`config.mk`:
```
export PLATFORM = sky130hd
export DESIGN_NAME = ac97_frame_tx
export DESIGN_NICKNAME = d
export VERILOG_FILES = /design/src/rtl/ac97_frame_tx.sv
export SDC_FILE = /design/constraint.sdc
export NUM_CORES = 1
export LEC_CHECK = 0
export CORE_AREA = 5 5 93 95
export DETAILED_ROUTE_END_ITERATION = 12
export DIE_AREA = 0 0 98 100
export PLACE_DENSITY = 0.86
export SYNTH_ARGS = -nofsm -noshare
export SYNTH_HDL_FRONTEND = slang
export SYNTH_SLANG_ARGS = --single-unit
export TNS_END_PERCENT = 10
```
`constraint.sdc`:
```
create_clock -name BIT_CLK -period 3.5 [get_ports BIT_CLK]
set_input_delay 0.7 -clock BIT_CLK [delete_from_list [all_inputs] [get_ports BIT_CLK]]
set_output_delay 0.7 -clock BIT_CLK [all_outputs]
set_load 0.05 [all_outputs]
```
`src/rtl/ac97_frame_tx.sv`:
```
// AC'97 serial frame transmitter. Builds the 256-bit output frame from a
// per-frame snapshot: SYNC, the slot-0 tag, command slots 1-2 and the PCM
// slots 3-4. It drives SDATA_OUT, SYNC, the frame_sig pacing strobe and a
// one-deep command holding register with a valid/ready handshake.
module ac97_frame_tx (
    input  logic        BIT_CLK,
    input  logic        RESET,
    input  logic [17:0] PCM_L,
    input  logic [17:0] PCM_R,
    input  logic        CMD_VALID,
    input  logic        CMD_RW,
    input  logic [6:0]  CMD_ADDR,
    input  logic [15:0] CMD_DATA,
    output logic        CMD_READY,
    output logic        SYNC,
    output logic        SDATA_OUT,
    output logic        frame_sig
);

    // Frame bit that the next edge will present on the outputs.
    logic [7:0]  bit_cnt_q, bit_cnt_d;

    // One-deep command holding register.
    logic        hold_full_q, hold_full_d;
    logic        hold_rw_q, hold_rw_d;
    logic [6:0]  hold_addr_q, hold_addr_d;
    logic [15:0] hold_data_q, hold_data_d;

    // Per-frame snapshot; the whole frame is built from these.
    logic        snap_cv_q;
    logic        snap_rw_q;
    logic [6:0]  snap_addr_q;
    logic [15:0] snap_data_q;
    logic [17:0] snap_l_q;
    logic [17:0] snap_r_q;

    // Registered outputs.
    logic        ready_q, ready_d;
    logic        sync_q, sync_d;
    logic        sdata_q, sdata_d;
    logic        fsig_q, fsig_d;

    logic        accept;
    logic        release_cmd;
    logic        slot2_en;
    logic [6:0]  vec_idx;
    logic [95:0] frame_vec;

    // Next-state logic: counter, handshake, and the serial bit for this edge.
    always_comb begin
        bit_cnt_d   = bit_cnt_q + 8'd1;
        accept      = CMD_VALID & ready_q;
        release_cmd = snap_cv_q & (bit_cnt_q == 8'd55);

        hold_full_d = hold_full_q;
        hold_rw_d   = hold_rw_q;
        hold_addr_d = hold_addr_q;
        hold_data_d = hold_data_q;
        // Release and accept can never coincide: accept needs an empty
        // register, release needs a full one.
        if (release_cmd) begin
            hold_full_d = 1'b0;
        end
        if (accept) begin
            hold_full_d = 1'b1;
            hold_rw_d   = CMD_RW;
            hold_addr_d = CMD_ADDR;
            hold_data_d = CMD_DATA;
        end
        ready_d = ~hold_full_d;

        // Frame bits 0..95, frame bit k lives at index 95-k; bits 96..255 are 0.
        // Bit 0 (tag MSB) is constant 1, so the snapshot taken on that same
        // edge never needs to be visible yet.
        slot2_en  = snap_cv_q & ~snap_rw_q;
        frame_vec = {1'b1, snap_cv_q, slot2_en, 1'b1, 1'b1, 11'd0,
                     snap_cv_q & snap_rw_q, snap_addr_q & {7{snap_cv_q}}, 12'd0,
                     snap_data_q & {16{slot2_en}}, 4'd0,
                     snap_l_q, 2'd0,
                     snap_r_q, 2'd0};
        vec_idx   = 7'd95 - bit_cnt_q[6:0];
        sdata_d   = 1'b0;
        if (bit_cnt_q < 8'd96) begin
            sdata_d = frame_vec[vec_idx];
        end

        sync_d = (bit_cnt_q < 8'd16);
        fsig_d = (bit_cnt_q == 8'd0);
    end

    // State and output registers, with the frame snapshot on the bit-0 edge.
    always_ff @(posedge BIT_CLK) begin
        if (RESET) begin
            bit_cnt_q   <= 8'd0;
            hold_full_q <= 1'b0;
            hold_rw_q   <= 1'b0;
            hold_addr_q <= 7'd0;
            hold_data_q <= 16'd0;
            snap_cv_q   <= 1'b0;
            snap_rw_q   <= 1'b0;
            snap_addr_q <= 7'd0;
            snap_data_q <= 16'd0;
            snap_l_q    <= 18'd0;
            snap_r_q    <= 18'd0;
            ready_q     <= 1'b0;
            sync_q      <= 1'b0;
            sdata_q     <= 1'b0;
            fsig_q      <= 1'b0;
        end else begin
            bit_cnt_q   <= bit_cnt_d;
            hold_full_q <= hold_full_d;
            hold_rw_q   <= hold_rw_d;
            hold_addr_q <= hold_addr_d;
            hold_data_q <= hold_data_d;
            if (bit_cnt_q == 8'd0) begin
                // Pre-edge view: a command accepted on this edge is not seen.
                snap_cv_q   <= hold_full_q;
                snap_rw_q   <= hold_rw_q;
                snap_addr_q <= hold_addr_q;
                snap_data_q <= hold_data_q;
                snap_l_q    <= PCM_L;
                snap_r_q    <= PCM_R;
            end
            ready_q <= ready_d;
            sync_q  <= sync_d;
            sdata_q <= sdata_d;
            fsig_q  <= fsig_d;
        end
    end

    assign CMD_READY = ready_q;
    assign SYNC      = sync_q;
    assign SDATA_OUT = sdata_q;
    assign frame_sig = fsig_q;

endmodule

```
==> results by group <==
Synthesis
  – #FFs+latches synth: 98
  – Synthesized area: approximately 0.0041 mm2
  – Yosys warns: 0
  – Post-synth cell types: 46
  – Fraction of registers with async set/reset: 0%
  – Primary FF master, synth: dfxtp_1
  – Post-Syn Instances: 504
  – Sequential fraction of the synthesis area: 47.6%
  – Post-synth EDFFs: 0
  – Syn Nets: 570
  – Mean Syn Cell Area: roughly 8.2 um2

Detailed routing
  – # DRC: 0
  – DR iter-0 viols: approximately 230
  – Routed WL: 8.94 mm
  – ANT nets after route: 0
  – DR vias: approximately 3500
  – TritonRoute pass-1 iters: 5
  – Wirelength per Cell: about 14 um
  – Vias per Instance: roughly 5.4

Critical path
  – Slowest CP cell: dfxtp_1
  – Slowest stage delay, CP: 0.53 ns
  – Family with the most delay on the worst path: simple AND/OR/NAND/NOR gates
  – Worst setup EP type: register
  – Worst Path Max Fanout: 46
  – Crit path buffers/inverters: 1
  – WP data arrival: 2.67 ns
  – Startpoint Class: register
  – Worst path cell trace: nor2_2, nand3_1, nor3_4, buf_4, nand2_1, a21oi_1
  – WP data required: roughly 3.8 ns
  – Critical path class: register to register

Power
  – Max VDD drop: 0.218 mV
  – LEAKAGE: about 1.8 nW
  – Cell Pwr Density: 455 mW/mm2

STA
  – Final Hold Fails: 0
  – Pin slew with the least headroom to its limit: 0.795 ns
  – Final worst path period need: 2.38 ns
  – Final worst setup slack: 1.12 ns
  – Final slew viol count: 0
  – FMAX: 0.421 GHz
  – Unrepaired setup endpoints after global routing: no
  – Period utilization: 67.9%
  – Final TNS setup: 0 ns
  – Finish-stage setup viols: 0
  – Relative max-transition margin: 47.0%
  – Worst clock skew: 0.0110 ns

Place
  – Placer Congestion: 0.980
  – Place WS: 1.16 ns
  – HPWL after detailed placement: 6.23 mm
  – IO buf count: 66

Global route
  – GR Util All Layers: 18.8%
  – GRT Residual Overflow: 0
  – Initial antenna violation count: 0
  – First-pass GRT wire length: 15.2 mm
  – Number of global-route vias before repair: 3419
  – Largest net degree at the start of global routing: 57

Floorplanning
  – Core area: 0.00765 mm2
  – I/O pin count: 67
  – Die width: 98 um
  – Die area: about 0.0098 mm2
  – DIE HEIGHT: about 100 um
  – Starting Density: approximately 54%
  – # rows: 32

Layout
  – Fill cells: 638
  – Nets: 615
  – Layout cells sized above 1: roughly 7%
  – Synth-to-layout area growth: 19.8%
  – ANT cells: 0

Hold path
  – HP Class: register to register

Clock network
  – H-tree depth: 3
  – CTS Buf Count: 9
  – CTS clk-pin slew, worst paths: 0.09 ns
  – CTS sink count: 98
  – Hold buffers post-CTS: 0
  – Post-CTS Setup Bufs: 0
  – CTS Buffer Depth: 2
  – Root Driver: clkbuf_8
  – CTS tree: built
  – Clk_lat worst skew: 0.37 ns
  – Post-CTS Resized: 0

Outcome
  – Status: complete, no violations

Run
  – Maxcap violations: 0
## per-stage QoR
step / power [W] / std cells / cell area [um2] / hold slack [ns] / util, %
2_1_floorplan: 0.00150 / 504 / 4120 / 0.428 / -
3_3_place_gp: 0.00162 / 640 / 4770 / 0.438 / 62.4
3_5_place_dp: 0.00163 / 640 / 4770 / 0.441 / 62.4
4_1_cts: 0.00226 / 655 / 4940 / 0.451 / 64.6
5_1_grt: 0.00236 / 655 / 4940 / 0.472 / 64.6
6_report: 0.00224 / 655 / 4940 / 0.449 / 64.6
## state kept, by name, summed over array words and instances (netlist names)
register / cells
SDATA_OUT: 1
snap_rw_q: 1
SYNC: 1
snap_l_q: 18
CMD_READY: 1
hold_full_q: 1
hold_addr_q: 7
snap_data_q: 16
snap_r_q: 18
hold_rw_q: 1
snap_addr_q: 7
hold_data_q: 16
frame_sig: 1
snap_cv_q: 1
bit_cnt_q: 8
## layout make-up
cell class | count | area [um2] | area share (%)
multi-input cells | 365 | 1960 | 39.6
clock buffers | 10 | 138 | 2.79
clock inverters | 5 | 31.3 | 0.633
flip-flops and latches | 98 | 1960 | 39.7
repair buffers | 72 | 713 | 14.4
inverters | 3 | 11.3 | 0.228
well taps | 102 | 128 | 2.58
## worst paths after layout
check / start / to / slack [ns] / cells past startpoint
max: bit_cnt_q[2] / snap_data_q[2] / 1.12 / 6
min reg2reg: hold_full_q / snap_cv_q / 0.45 / 2
min: hold_full_q / snap_cv_q / 0.45 / 2
max reg2reg: bit_cnt_q[2] / snap_data_q[2] / 1.12 / 6
## worst reg2reg max path: cells and delay by family, from the launching register on
| kind | cells | cell delay (ns) |
|---|---|---|
| flip-flops | 1 | 0.53 |
| buffers and inverters | 1 | 0.50 |
| AO/OA/AOI/OAI | 1 | 0.15 |
| AND/OR/NAND/NOR | 4 | 1.13 |
## report_power, final
part | switching, W | total [W] | internal (W)
registers | 0.0000374 | 0.00122 | 0.00118
logic | 0.000214 | 0.000385 | 0.000171
clock network | 0.000368 | 0.000639 | 0.000271
## kinds of logic (layout without fill, tap and decap cells)
kind of cell	count (synthesis)	after routing	share of synthesized area [%]
simple gates	224	224	22.6
compound gates	108	108	14.6
flops	98	98	47.6
buf+inv	41	90	5.16
mux	24	24	7.92
xor+xnor	6	6	1.27
fa+ha+maj	3	3	0.910
## cell usage after synthesis (4+ instances only)
cell      instances  area share (%)
buf_6             4             1.1
buf_2            10             1.2
mux2i_1          12             2.9
nor2_1           11             1.0
clkbuf_1         22             2.0
mux2_2            6             1.6
nand3_1          10             1.2
a21oi_1          88              11
dfxtp_1          98              48
or3_1             4            0.61
mux4_2            5             2.7
nand2_1         181              16
## cells in the final DEF (no fill, tap or decap), types with 2 or more instances in the layout
| master | instances |
|---|---|
| nand3_1 | 10 |
| nand4_1 | 2 |
| buf_4 | 5 |
| or3_1 | 4 |
| clkinv_2 | 3 |
| mux2i_1 | 12 |
| mux2_2 | 6 |
| a211oi_1 | 2 |
| mux4_2 | 5 |
| ha_1 | 3 |
| nand2_1 | 181 |
| a31oi_1 | 2 |
| dfxtp_1 | 98 |
| nor2b_1 | 2 |
| a2bb2oi_1 | 2 |
| xor2_1 | 3 |
| o21ai_0 | 2 |
| nor2_2 | 2 |
| a21oi_1 | 88 |
| clkdlybuf4s50_1 | 65 |
| xnor2_1 | 3 |
| clkbuf_8 | 10 |
| nor2_1 | 11 |
| nand3b_1 | 2 |
| inv_1 | 3 |
| o32ai_1 | 3 |
| o211ai_1 | 2 |
## routing by layer
metal	vias up	global-route usage, %	wire length, um
met5	-	0	0
met4	0	6.39	149
met3	17	5.91	516
met2	90	32.6	4380
met1	1627	22.0	3900
li1	1787	-	-
(Power assumes the default switching activity.)
